==> src/rtl/utils_pkg.sv <==
// Shared core-bus types. s_rd_rsp_t is the payload carried by the read
// responder's delay pipeline and response queue.
package utils_pkg;

  typedef logic [31:0] cb_addr_t;

  typedef enum logic [1:0] {
    CB_BYTE = 2'd0,
    CB_HALF = 2'd1,
    CB_WORD = 2'd2
  } cb_size_t;

  typedef enum logic [1:0] {
    CB_OKAY   = 2'd0,
    CB_EXOKAY = 2'd1,
    CB_SLVERR = 2'd2,
    CB_DECERR = 2'd3
  } cb_resp_t;

  typedef struct packed {
    logic        wr_addr_valid;
    cb_addr_t    wr_addr;
    cb_size_t    wr_size;
    logic        wr_valid;
    logic [31:0] wr_data;
    logic [3:0]  wr_strobe;
    logic        wr_resp_ready;
    logic        rd_addr_valid;
    cb_addr_t    rd_addr;
    cb_size_t    rd_size;
    logic        rd_ready;
  } s_cb_mosi_t;

  typedef struct packed {
    logic        wr_addr_ready;
    logic        wr_ready;
    logic        wr_resp_valid;
    cb_resp_t    wr_resp;
    logic        rd_addr_ready;
    logic        rd_valid;
    logic [31:0] rd_data;
    cb_resp_t    rd_resp;
  } s_cb_miso_t;

  typedef struct packed {
    cb_resp_t    resp;
    logic [31:0] data;
  } s_rd_rsp_t;

endpackage

==> src/rtl/fifo.sv <==
// Generic synchronous FIFO with any slot count (not only powers of two).
// Writes when full and reads when empty are ignored.
module fifo #(
  parameter int SLOTS = 4,
  parameter int WIDTH = 8
) (
  input  logic             clk,
  input  logic             rst,
  input  logic             clear_i,
  input  logic             write_i,
  input  logic             read_i,
  input  logic [WIDTH-1:0] data_i,
  output logic [WIDTH-1:0] data_o,
  output logic             full_o,
  output logic             empty_o
);

  localparam int PTR_W = (SLOTS > 1) ? $clog2(SLOTS) : 1;
  localparam int CNT_W = $clog2(SLOTS + 1);

  logic [WIDTH-1:0] mem_q [SLOTS];
  logic [WIDTH-1:0] mem_d [SLOTS];
  logic [PTR_W-1:0] wr_ptr_q, wr_ptr_d;
  logic [PTR_W-1:0] rd_ptr_q, rd_ptr_d;
  logic [CNT_W-1:0] cnt_q, cnt_d;
  logic             do_wr, do_rd;

  function automatic logic [PTR_W-1:0] ptr_inc(input logic [PTR_W-1:0] p);
    if (p == PTR_W'(SLOTS - 1)) return '0;
    return p + PTR_W'(1);
  endfunction

  assign full_o  = (cnt_q == CNT_W'(SLOTS));
  assign empty_o = (cnt_q == '0);
  assign data_o  = mem_q[rd_ptr_q];
  assign do_wr   = write_i && !full_o;
  assign do_rd   = read_i && !empty_o;

  // Next-state for storage, pointers and occupancy.
  always_comb begin
    mem_d    = mem_q;
    wr_ptr_d = wr_ptr_q;
    rd_ptr_d = rd_ptr_q;
    cnt_d    = cnt_q;
    if (do_wr) begin
      mem_d[wr_ptr_q] = data_i;
      wr_ptr_d        = ptr_inc(wr_ptr_q);
    end
    if (do_rd) rd_ptr_d = ptr_inc(rd_ptr_q);
    if (do_wr && !do_rd) cnt_d = cnt_q + CNT_W'(1);
    else if (!do_wr && do_rd) cnt_d = cnt_q - CNT_W'(1);
    if (clear_i) begin
      wr_ptr_d = '0;
      rd_ptr_d = '0;
      cnt_d    = '0;
    end
  end

  // State registers; everything clears on reset.
  always_ff @(posedge clk or negedge rst) begin
    if (!rst) begin
      for (int i = 0; i < SLOTS; i++) mem_q[i] <= '0;
      wr_ptr_q <= '0;
      rd_ptr_q <= '0;
      cnt_q    <= '0;
    end else begin
      for (int i = 0; i < SLOTS; i++) mem_q[i] <= mem_d[i];
      wr_ptr_q <= wr_ptr_d;
      rd_ptr_q <= rd_ptr_d;
      cnt_q    <= cnt_d;
    end
  end

endmodule

==> src/rtl/cb_rd_responder.sv <==
// Core-bus read responder in front of a synchronous word memory.
// Requests are decoded and issued to the memory in the acceptance cycle,
// delayed WAIT_ST cycles in a non-stalling pipeline, then queued in a
// response FIFO. A credit counter (pipeline + FIFO occupancy) bounds
// in-flight reads to MAX_OT_TXN so the pipeline never needs to stall.
//
// Handshake: a request transfers on any rising edge where rd_addr_valid and
// rd_addr_ready are both high; a response transfers on any rising edge where
// rd_valid and rd_ready are both high. While rd_valid is high and rd_ready is
// low, rd_valid/rd_data/rd_resp hold their values.
module cb_rd_responder
  import utils_pkg::*;
#(
  parameter cb_addr_t BASE_ADDR  = 32'h0000_0000,
  parameter int       SIZE_BYTES = 4096,
  parameter int       MAX_OT_TXN = 4,
  parameter int       WAIT_ST    = 0
) (
  input  logic                            clk,
  input  logic                            rst,
  input  s_cb_mosi_t                      instr_cb_mosi_i,
  output s_cb_miso_t                      instr_cb_miso_o,
  output logic                            mem_rd_o,
  output logic [$clog2(SIZE_BYTES/4)-1:0] mem_addr_o,
  input  logic [31:0]                     mem_data_i
);

  localparam int IDX_W = $clog2(SIZE_BYTES / 4);
  localparam int CNT_W = $clog2(MAX_OT_TXN) + 1;
  localparam int MAX_W = 7;

  if ((SIZE_BYTES < 4) || ((SIZE_BYTES & (SIZE_BYTES - 1)) != 0) ||
      (MAX_OT_TXN < 1) || (WAIT_ST < 0) || (WAIT_ST > MAX_W)) begin : g_bad_param
    $error("cb_rd_responder: illegal parameters");
  end

  logic             alive_q, alive_d;
  logic [CNT_W-1:0] inflight_q, inflight_d;
  logic             s0_vld_q, s0_vld_d;
  logic             s0_ok_q, s0_ok_d;
  logic             dly_vld_q [1:MAX_W];
  logic             dly_vld_d [1:MAX_W];
  s_rd_rsp_t        dly_rsp_q [1:MAX_W];
  s_rd_rsp_t        dly_rsp_d [1:MAX_W];
  logic             tap_vld   [0:MAX_W];
  s_rd_rsp_t        tap_rsp   [0:MAX_W];

  logic             addr_ready, accept, legal, pop;
  logic [32:0]      addr_ext, lo_ext, hi_ext;
  logic [IDX_W-1:0] word_idx;
  logic             fifo_full, fifo_empty;
  s_rd_rsp_t        fifo_dout;
  logic             unused_bits;

  // Request decode: 33-bit window compare so BASE_ADDR+SIZE_BYTES cannot wrap.
  always_comb begin
    addr_ext   = {1'b0, instr_cb_mosi_i.rd_addr};
    lo_ext     = {1'b0, BASE_ADDR};
    hi_ext     = lo_ext + 33'(SIZE_BYTES);
    word_idx   = IDX_W'((instr_cb_mosi_i.rd_addr - BASE_ADDR) >> 2);
    addr_ready = alive_q && (inflight_q < CNT_W'(MAX_OT_TXN));
    accept     = instr_cb_mosi_i.rd_addr_valid && addr_ready;
    legal      = (addr_ext >= lo_ext) && (addr_ext < hi_ext) &&
                 (instr_cb_mosi_i.rd_addr[1:0] == 2'b00) &&
                 (instr_cb_mosi_i.rd_size == CB_WORD);
    mem_rd_o   = accept && legal;
    mem_addr_o = mem_rd_o ? word_idx : '0;
  end

  // Delay pipeline: stage 0 turns memory data into a response, later stages shift.
  always_comb begin
    s0_vld_d   = accept;
    s0_ok_d    = accept && legal;
    tap_vld[0] = s0_vld_q;
    tap_rsp[0] = '0;
    if (s0_vld_q) begin
      tap_rsp[0].resp = s0_ok_q ? CB_OKAY : CB_SLVERR;
      tap_rsp[0].data = s0_ok_q ? mem_data_i : 32'h0;
    end
    for (int k = 1; k <= MAX_W; k++) begin
      tap_vld[k]   = dly_vld_q[k];
      tap_rsp[k]   = dly_rsp_q[k];
      dly_vld_d[k] = (k <= WAIT_ST) ? tap_vld[k-1] : 1'b0;
      dly_rsp_d[k] = (k <= WAIT_ST) ? tap_rsp[k-1] : '0;
    end
  end

  fifo #(
    .SLOTS(MAX_OT_TXN),
    .WIDTH($bits(s_rd_rsp_t))
  ) u_fifo_rsp (
    .clk    (clk),
    .rst    (rst),
    .clear_i(1'b0),
    .write_i(tap_vld[WAIT_ST]),
    .read_i (pop),
    .data_i (tap_rsp[WAIT_ST]),
    .data_o (fifo_dout),
    .full_o (fifo_full),
    .empty_o(fifo_empty)
  );

  // Credit count: +1 on accept, -1 on pop, unchanged when both happen.
  always_comb begin
    alive_d    = 1'b1;
    pop        = !fifo_empty && instr_cb_mosi_i.rd_ready;
    inflight_d = inflight_q;
    if (accept && !pop) inflight_d = inflight_q + CNT_W'(1);
    else if (!accept && pop) inflight_d = inflight_q - CNT_W'(1);
  end

  // Response channel shows the FIFO head; unused fields stay zero.
  always_comb begin
    instr_cb_miso_o               = '0;
    instr_cb_miso_o.rd_addr_ready = addr_ready;
    instr_cb_miso_o.rd_valid      = !fifo_empty;
    instr_cb_miso_o.rd_data       = fifo_empty ? 32'h0 : fifo_dout.data;
    instr_cb_miso_o.rd_resp       = fifo_empty ? CB_OKAY : fifo_dout.resp;
  end

  // Write-side request fields and the full flag are not needed here.
  assign unused_bits = ^{instr_cb_mosi_i, fifo_full};

  // State registers; reset drops every in-flight read.
  always_ff @(posedge clk or negedge rst) begin
    if (!rst) begin
      alive_q    <= 1'b0;
      inflight_q <= '0;
      s0_vld_q   <= 1'b0;
      s0_ok_q    <= 1'b0;
      for (int k = 1; k <= MAX_W; k++) begin
        dly_vld_q[k] <= 1'b0;
        dly_rsp_q[k] <= '0;
      end
    end else begin
      alive_q    <= alive_d;
      inflight_q <= inflight_d;
      s0_vld_q   <= s0_vld_d;
      s0_ok_q    <= s0_ok_d;
      for (int k = 1; k <= MAX_W; k++) begin
        dly_vld_q[k] <= dly_vld_d[k];
        dly_rsp_q[k] <= dly_rsp_d[k];
      end
    end
  end

endmodule

==> config.mk <==
export PLATFORM = sky130hd
export DESIGN_NAME = cb_rd_responder
export DESIGN_NICKNAME = d
export VERILOG_FILES = /design/src/rtl/utils_pkg.sv /design/src/rtl/fifo.sv /design/src/rtl/cb_rd_responder.sv
export SDC_FILE = /design/constraint.sdc
export NUM_CORES = 1
export LEC_CHECK = 0
export CAP_MARGIN = 20
export CORE_UTILIZATION = 44
export CTS_CLUSTER_DIAMETER = 200
export DETAILED_ROUTE_END_ITERATION = 12
export HOLD_SLACK_MARGIN = 0.06
export PLACE_DENSITY = 0.76
export SYNTH_ARGS = -nofsm -noshare
export SYNTH_HDL_FRONTEND = slang
export SYNTH_SLANG_ARGS = --single-unit
==> constraint.sdc <==
create_clock -name clk -period 2.3 [get_ports clk]
set_clock_uncertainty 0.15 [all_clocks]
set_input_delay 0.46 -clock clk [delete_from_list [all_inputs] [get_ports clk]]
set_output_delay 0.46 -clock clk [all_outputs]
set_load 0.01 [all_outputs]
After elaboration in Yosys (flattened, before gate mapping)
Cells that the tools add are included.
{ "totals": {"regBits": 149, "input_bits": 143, "output_inout_bits": 52, "elab_cells": 75} }
{ "op_classes": {"add_sub_neg": 6, "order_cmp": 5, "eq_ne": 4, "n_mux": 24, "bitwise": 2, "n_reduce_logical": 23} }
{ "op_table": {"columns": ["cell", "n"], "rows": [
  ["136-bit bitwise mux", 1],
  ["34-bit two-way mux", 4],
  ["34-bit binary-select mux with 2-bit select", 1],
  ["34-bit demux with 2-bit select", 1],
  ["32-bit two-way mux", 2],
  ["32-bit by 13-bit less-than comparator with 1-bit output (second input constant)", 1],
  ["1-bit logical AND", 13],
  ["2-bit two-way mux", 6],
  ["3-bit two-way mux", 4],
  ["10-bit two-way mux", 1],
  ["3-bit by 1-bit adder with 3-bit output (second input constant)", 2],
  ["2-bit == test (second input constant)", 3],
  ["3-bit >= comparator (second input constant)", 2],
  ["1-bit zero test", 6],
  ["2-bit inverter with 3-bit output", 2],
  ["3-bit by 1-bit subtractor with 3-bit output (second input constant)", 2],
  ["2-bit by 1-bit adder with 2-bit output (second input constant)", 2],
  ["1-bit two-way mux", 4],
  ["2-bit nonzero test", 2],
  ["3-bit == test (second input constant)", 1],
  ["3-bit zero test", 1],
  ["3-bit by 1-bit less-than comparator with 1-bit output (second input constant)", 1],
  ["3-bit less-than comparator (second input constant)", 1],
  ["2-bit zero test", 1]
]} }

Longest topological paths before layout
{ "logic_depth": {"word_depth": 7, "depth_mapped": 9, "depth_no_buf": 8} }

Hierarchy
A second synthesis with hierarchy kept.
{ "unflattened": {"cells_unflattened": 517, "area_unflattened_um2": 7488.4} }
{ "modules_own_cells": {"columns": ["module", "instances", "cells_each", "area_per_inst_um2"], "rows": [
  ["fifo", 1, 392, 6565.0],
  ["cb_rd_responder", 1, 125, 923.4]
]} }

Worst setup path after synthesis
OpenSTA, ideal clock, no wires.
{ "synth_path": {"kind": "register -> register", "from": "register u_fifo_rsp.cnt_q[0]", "to": "register inflight_q[2]", "setup_ns": 0.079, "arrival_ns": 2.047, "required_ns": 2.071, "slack_ns": 0.023, "path_stages_with_launch": 10, "path_buffers": 1, "cell_sequence": "dfrtp_1 > or3_1 > clkbuf_1 > nand2_1 > ha_1 > inv_1 > fa_1 > xor2_1 > nor2_1 > xor2_1"} }
{ "synth_between": {"elab_chain_len": 6, "word_cells_on_any_way": 8} }
{ "synth_rtl": {"columns": ["element", "line", "rtl"], "rows": [
  ["from (decl)", "fifo.sv:25", "logic [CNT_W-1:0] cnt_q, cnt_d;"],
  ["from (signal assigned)", "fifo.sv:70", "cnt_q <= cnt_d;"],
  ["3-bit zero test *", "fifo.sv:34", "assign empty_o = (cnt_q == '0);"],
  ["1-bit zero test *", "cb_rd_responder.sv:106", "pop = !fifo_empty && instr_cb_mosi_i.rd_ready;"],
  ["1-bit logical AND *", "cb_rd_responder.sv:106", null],
  ["1-bit zero test", "cb_rd_responder.sv:108", "if (accept && !pop) inflight_d = inflight_q + CNT_W'(1);"],
  ["1-bit logical AND", "cb_rd_responder.sv:108", null],
  ["3-bit two-way mux or 2-bit nonzero test (tied branches)", null, null],
  ["to (signal assigned)", "cb_rd_responder.sv:137", "inflight_q <= inflight_d;"],
  ["to (decl)", "cb_rd_responder.sv:38", "logic [CNT_W-1:0] inflight_q, inflight_d;"]
]} }
Mark *: on every way between the ends. The rest lies on a longest branch, timed or not.
A chain may end at the register's enable or synchronous reset.

==> results.md <==
* Status: finished, violations left
* Failing checks: negative setup slack
* Slowest CP cell: mux4_2
* Share of layout cells above drive strength 1 at 0.540
* Full die area at 0.0168 sq mm
* Endpoints failing setup at 33
* CP Class: reg2out
* Avg WL per Cell at 18.6 um
* CTS Buf Count at 17
* Clock latency on the worst-skew pair at 0.41 ns
* Core box area at 0.0159 sq mm
* Synth Area per Inst at 14.9 sq um
* Dominant synthesized flop cell: dfrtp_1
* Endpoint, Worst Hold: u_fifo_rsp.mem_q[65]
* First-pass detailed-route iteration total at 4
* Top cell type's share of synthesized area at 0.506
* CP bufs+invs at 4
* R2R Setup Slk at 0.10 ns
* Synth-to-layout area growth at 35.2%
* Core Util, Final at 0.610
* FF-to-FF Start: u_fifo_rsp.cnt_q[2]
* Placed instance count at 812
* Final worst-path cycle share at 1.10
* PortBufs at 115
* Drt via density at 5.21
* RSZ-0062 raised after global routing: true
* DR DRC count at 0
* RD Place Congestion at 0.702
* Crit path from: u_fifo_rsp.rd_ptr_q[0]
* Post-synth EDFFs at 0
* Critical-path maximum fanout at 7
* Final wirelength at 16000 um
* Largest net degree at the start of global routing at 48
* Initial Utilization at 0.451
* Chip Height at 130 um
* Clock Sinks at 145
* Post-synth top area cell: dfrtp_1
* Fill cells at 1229
* Max Cap Viol at 0
* Crit path max-delay family: buffers and inverters
* WHS Path Cells at 1
* Area occupied by multi-input gates at 0.00351 sq mm
* Synth top cells by count: 145 x dfrtp_1, 104 x mux2_2, 66 x and2_1
* Max IR drop VDD at 0.000682 V
* Leakage power at 0.00458 uW
* Worst Hold Slack at 0.351 ns
* GRT Total Usage at 0.207
* Sequential area share after synthesis at 0.506
* Synth area leaders: dfrtp_1 51%, mux2_2 16%, mux4_2 10%, mux2_4 6.3%, and2_1 5.8%
* Synth Instances at 481
* CP cell instances: buf_12 > buf_12 > buf_8 > mux4_2 > and2_1 > buf_2
* Nets at 783
* Die width at 130 um
* Min Tclk post-route at 2.54 ns
* Post-Layout Cell Count at 860
* Vias in the first global route at 4883
* TritonCTS clock tree: yes
* YS warnings at 0
* Register-to-Register Path Depth at 10
* I/O pin count at 195
* Worst setup margin at -0.237 ns
* CP dominant cell by count: buf_12
* Worst path arrival time at 1.93 ns
* Yosys cell types at 28
* Initial antenna violation count at 0
* Worst path required time at 1.69 ns
* CTS max path bufs at 2
* Max frequency at 0.394 GHz
* Cell area after placement at 0.00880 sq mm
* Hold_sp: u_fifo_rsp.mem_q[65]
* Top-count cell post-synth: dfrtp_1
* Via count at 4482
* Register area at 0.00363 sq mm
* Worst hold path class: reg2reg
* # diodes at 0
* First-pass GRT wire length at 26000 um
* Pwr dens at 810 mW/mm^2
* Detail Placement HPWL at 10100 um
* FP Rows at 46
* CP Capture Type: output port
* Initial drt markers at 152
* Cell area after synthesis at 0.00717 sq mm
* Final Hold Viols at 0
* Root Buffer: clkbuf_16
* Crit-path max cell delay at 0.48 ns
* Fin area at 0.00969 sq mm
* CP Launch Type: flip-flop
* Clock transition at path regs at 0.06 ns
* RR Endpoint: u_fifo_rsp.cnt_q[2]
* Async SR Flop Fraction at 1.00
* FF+latch count, synth at 145
* Slew Limit Fails at 0
* Post-DRT Antenna Nets at 0
* Grt ovf at 0
* H-tree levels at 4
## what timing repair did
item	in CTS	in global routing
pin swaps	47	21
endpoints found under the setup margin	48	49
resized for setup	272	43
gates cloned	2	1
setup buffers	7	5
hold endpoints to repair	42	0
hold buffers	1	0
## per-stage QoR
stage	total power [uW]	worst slack [ns]	setup TNS, ns
2_1_floorplan	4000	0.0235	0
3_3_place_gp	4770	-0.722	-13.72
3_5_place_dp	4830	-0.780	-14.67
4_1_cts	7840	-0.262	-5.97
5_1_grt	8210	-0.291	-7.25
6_report	7850	-0.237	-5.38
## kinds of logic (layout without fill, tap and decap cells)
logic type | Yosys count | in the layout | synth area share
mux | 167 | 167 | 0.330
fa+ha+maj | 9 | 9 | 0.0178
xor+xnor | 6 | 6 | 0.00733
simple gates | 102 | 104 | 0.0915
flops | 145 | 145 | 0.506
other cells | 2 | 7 | 0.00105
buf+inv | 42 | 198 | 0.0389
compound gates | 8 | 8 | 0.00698
## sequential cells by signal, summed over array words and instances (netlist names)
signal and count:
u_fifo_rsp.mem_q 132, s0_vld_q 1, u_fifo_rsp.rd_ptr_q 2, u_fifo_rsp.cnt_q 3, s0_ok_q 1, inflight_q 3
alive_q 1, u_fifo_rsp.wr_ptr_q 2
## power breakdown
group          leakage (uW)  switching (uW)  internal (uW)
clock network      0.000292            1030           1740
logic               0.00229            1050           1240
registers           0.00199             102           2690
## cell usage in the layout (no fill, tap or decap), drive strengths merged, types with 3 or more instances in the layout
| master | Yosys | final |
|---|---|---|
| dfrtp | 145 | 145 |
| mux2 | 134 | 134 |
| buf | 28 | 97 |
| and2 | 66 | 67 |
| clkdlybuf4s50 | 0 | 45 |
| mux4 | 33 | 33 |
| clkbuf | 10 | 25 |
| and4 | 11 | 12 |
| dlygate4sd2 | 0 | 11 |
| nor2 | 9 | 9 |
| conb | 2 | 7 |
| clkdlybuf4s15 | 0 | 7 |
| ha | 7 | 7 |
| nand2 | 5 | 5 |
| inv | 4 | 4 |
| xor2 | 4 | 4 |
| o21ai | 4 | 4 |
| o31ai | 4 | 4 |
| clkinv | 0 | 4 |
| nor4 | 3 | 3 |
## how the worst max path moves through the flow
| stage | cells after the start | to |
|---|---|---|
| floorplan | 9 | inflight_q[2] |
| global placement | 6 | mem_addr_o[4] |
| detailed placement | 6 | mem_addr_o[4] |
| CTS | 6 | instr_cb_miso_o[19] |
| global route | 6 | instr_cb_miso_o[14] |
| finish | 6 | instr_cb_miso_o[14] |
## routing by layer
layer / global-route usage / up-vias / share of wire
li1: - / 2019 / -
met1: 0.260 / 2346 / 0.42
met2: 0.357 / 97 / 0.53
met3: 0.0372 / 20 / 0.030
met4: 0.0800 / 0 / 0.020
met5: 0 / - / 0
## worst register-to-register path, stage by stage, from the launching register on
cell and delay [ns]:
dfrtp_1 0.38, buf_4 0.13, buf_4 0.13, nor3b_4 0.16
nor2b_4 0.16, ha_4 0.15, inv_1 0.05, fa_2 0.33
xor2_1 0.15, nor2_1 0.16, xor2_1 0.17
## final cells by class
type | instances | share of cell area
Sequential cell | 145 | 0.375
Multi-Input combinational cell | 301 | 0.362
Timing Repair Buffer | 162 | 0.171
Clock buffer | 24 | 0.0518
Tap cell | 216 | 0.0279
Clock inverter | 8 | 0.0106
Inverter | 4 | 0.00155
No activity file was read; power rests on OpenSTA's default activity.
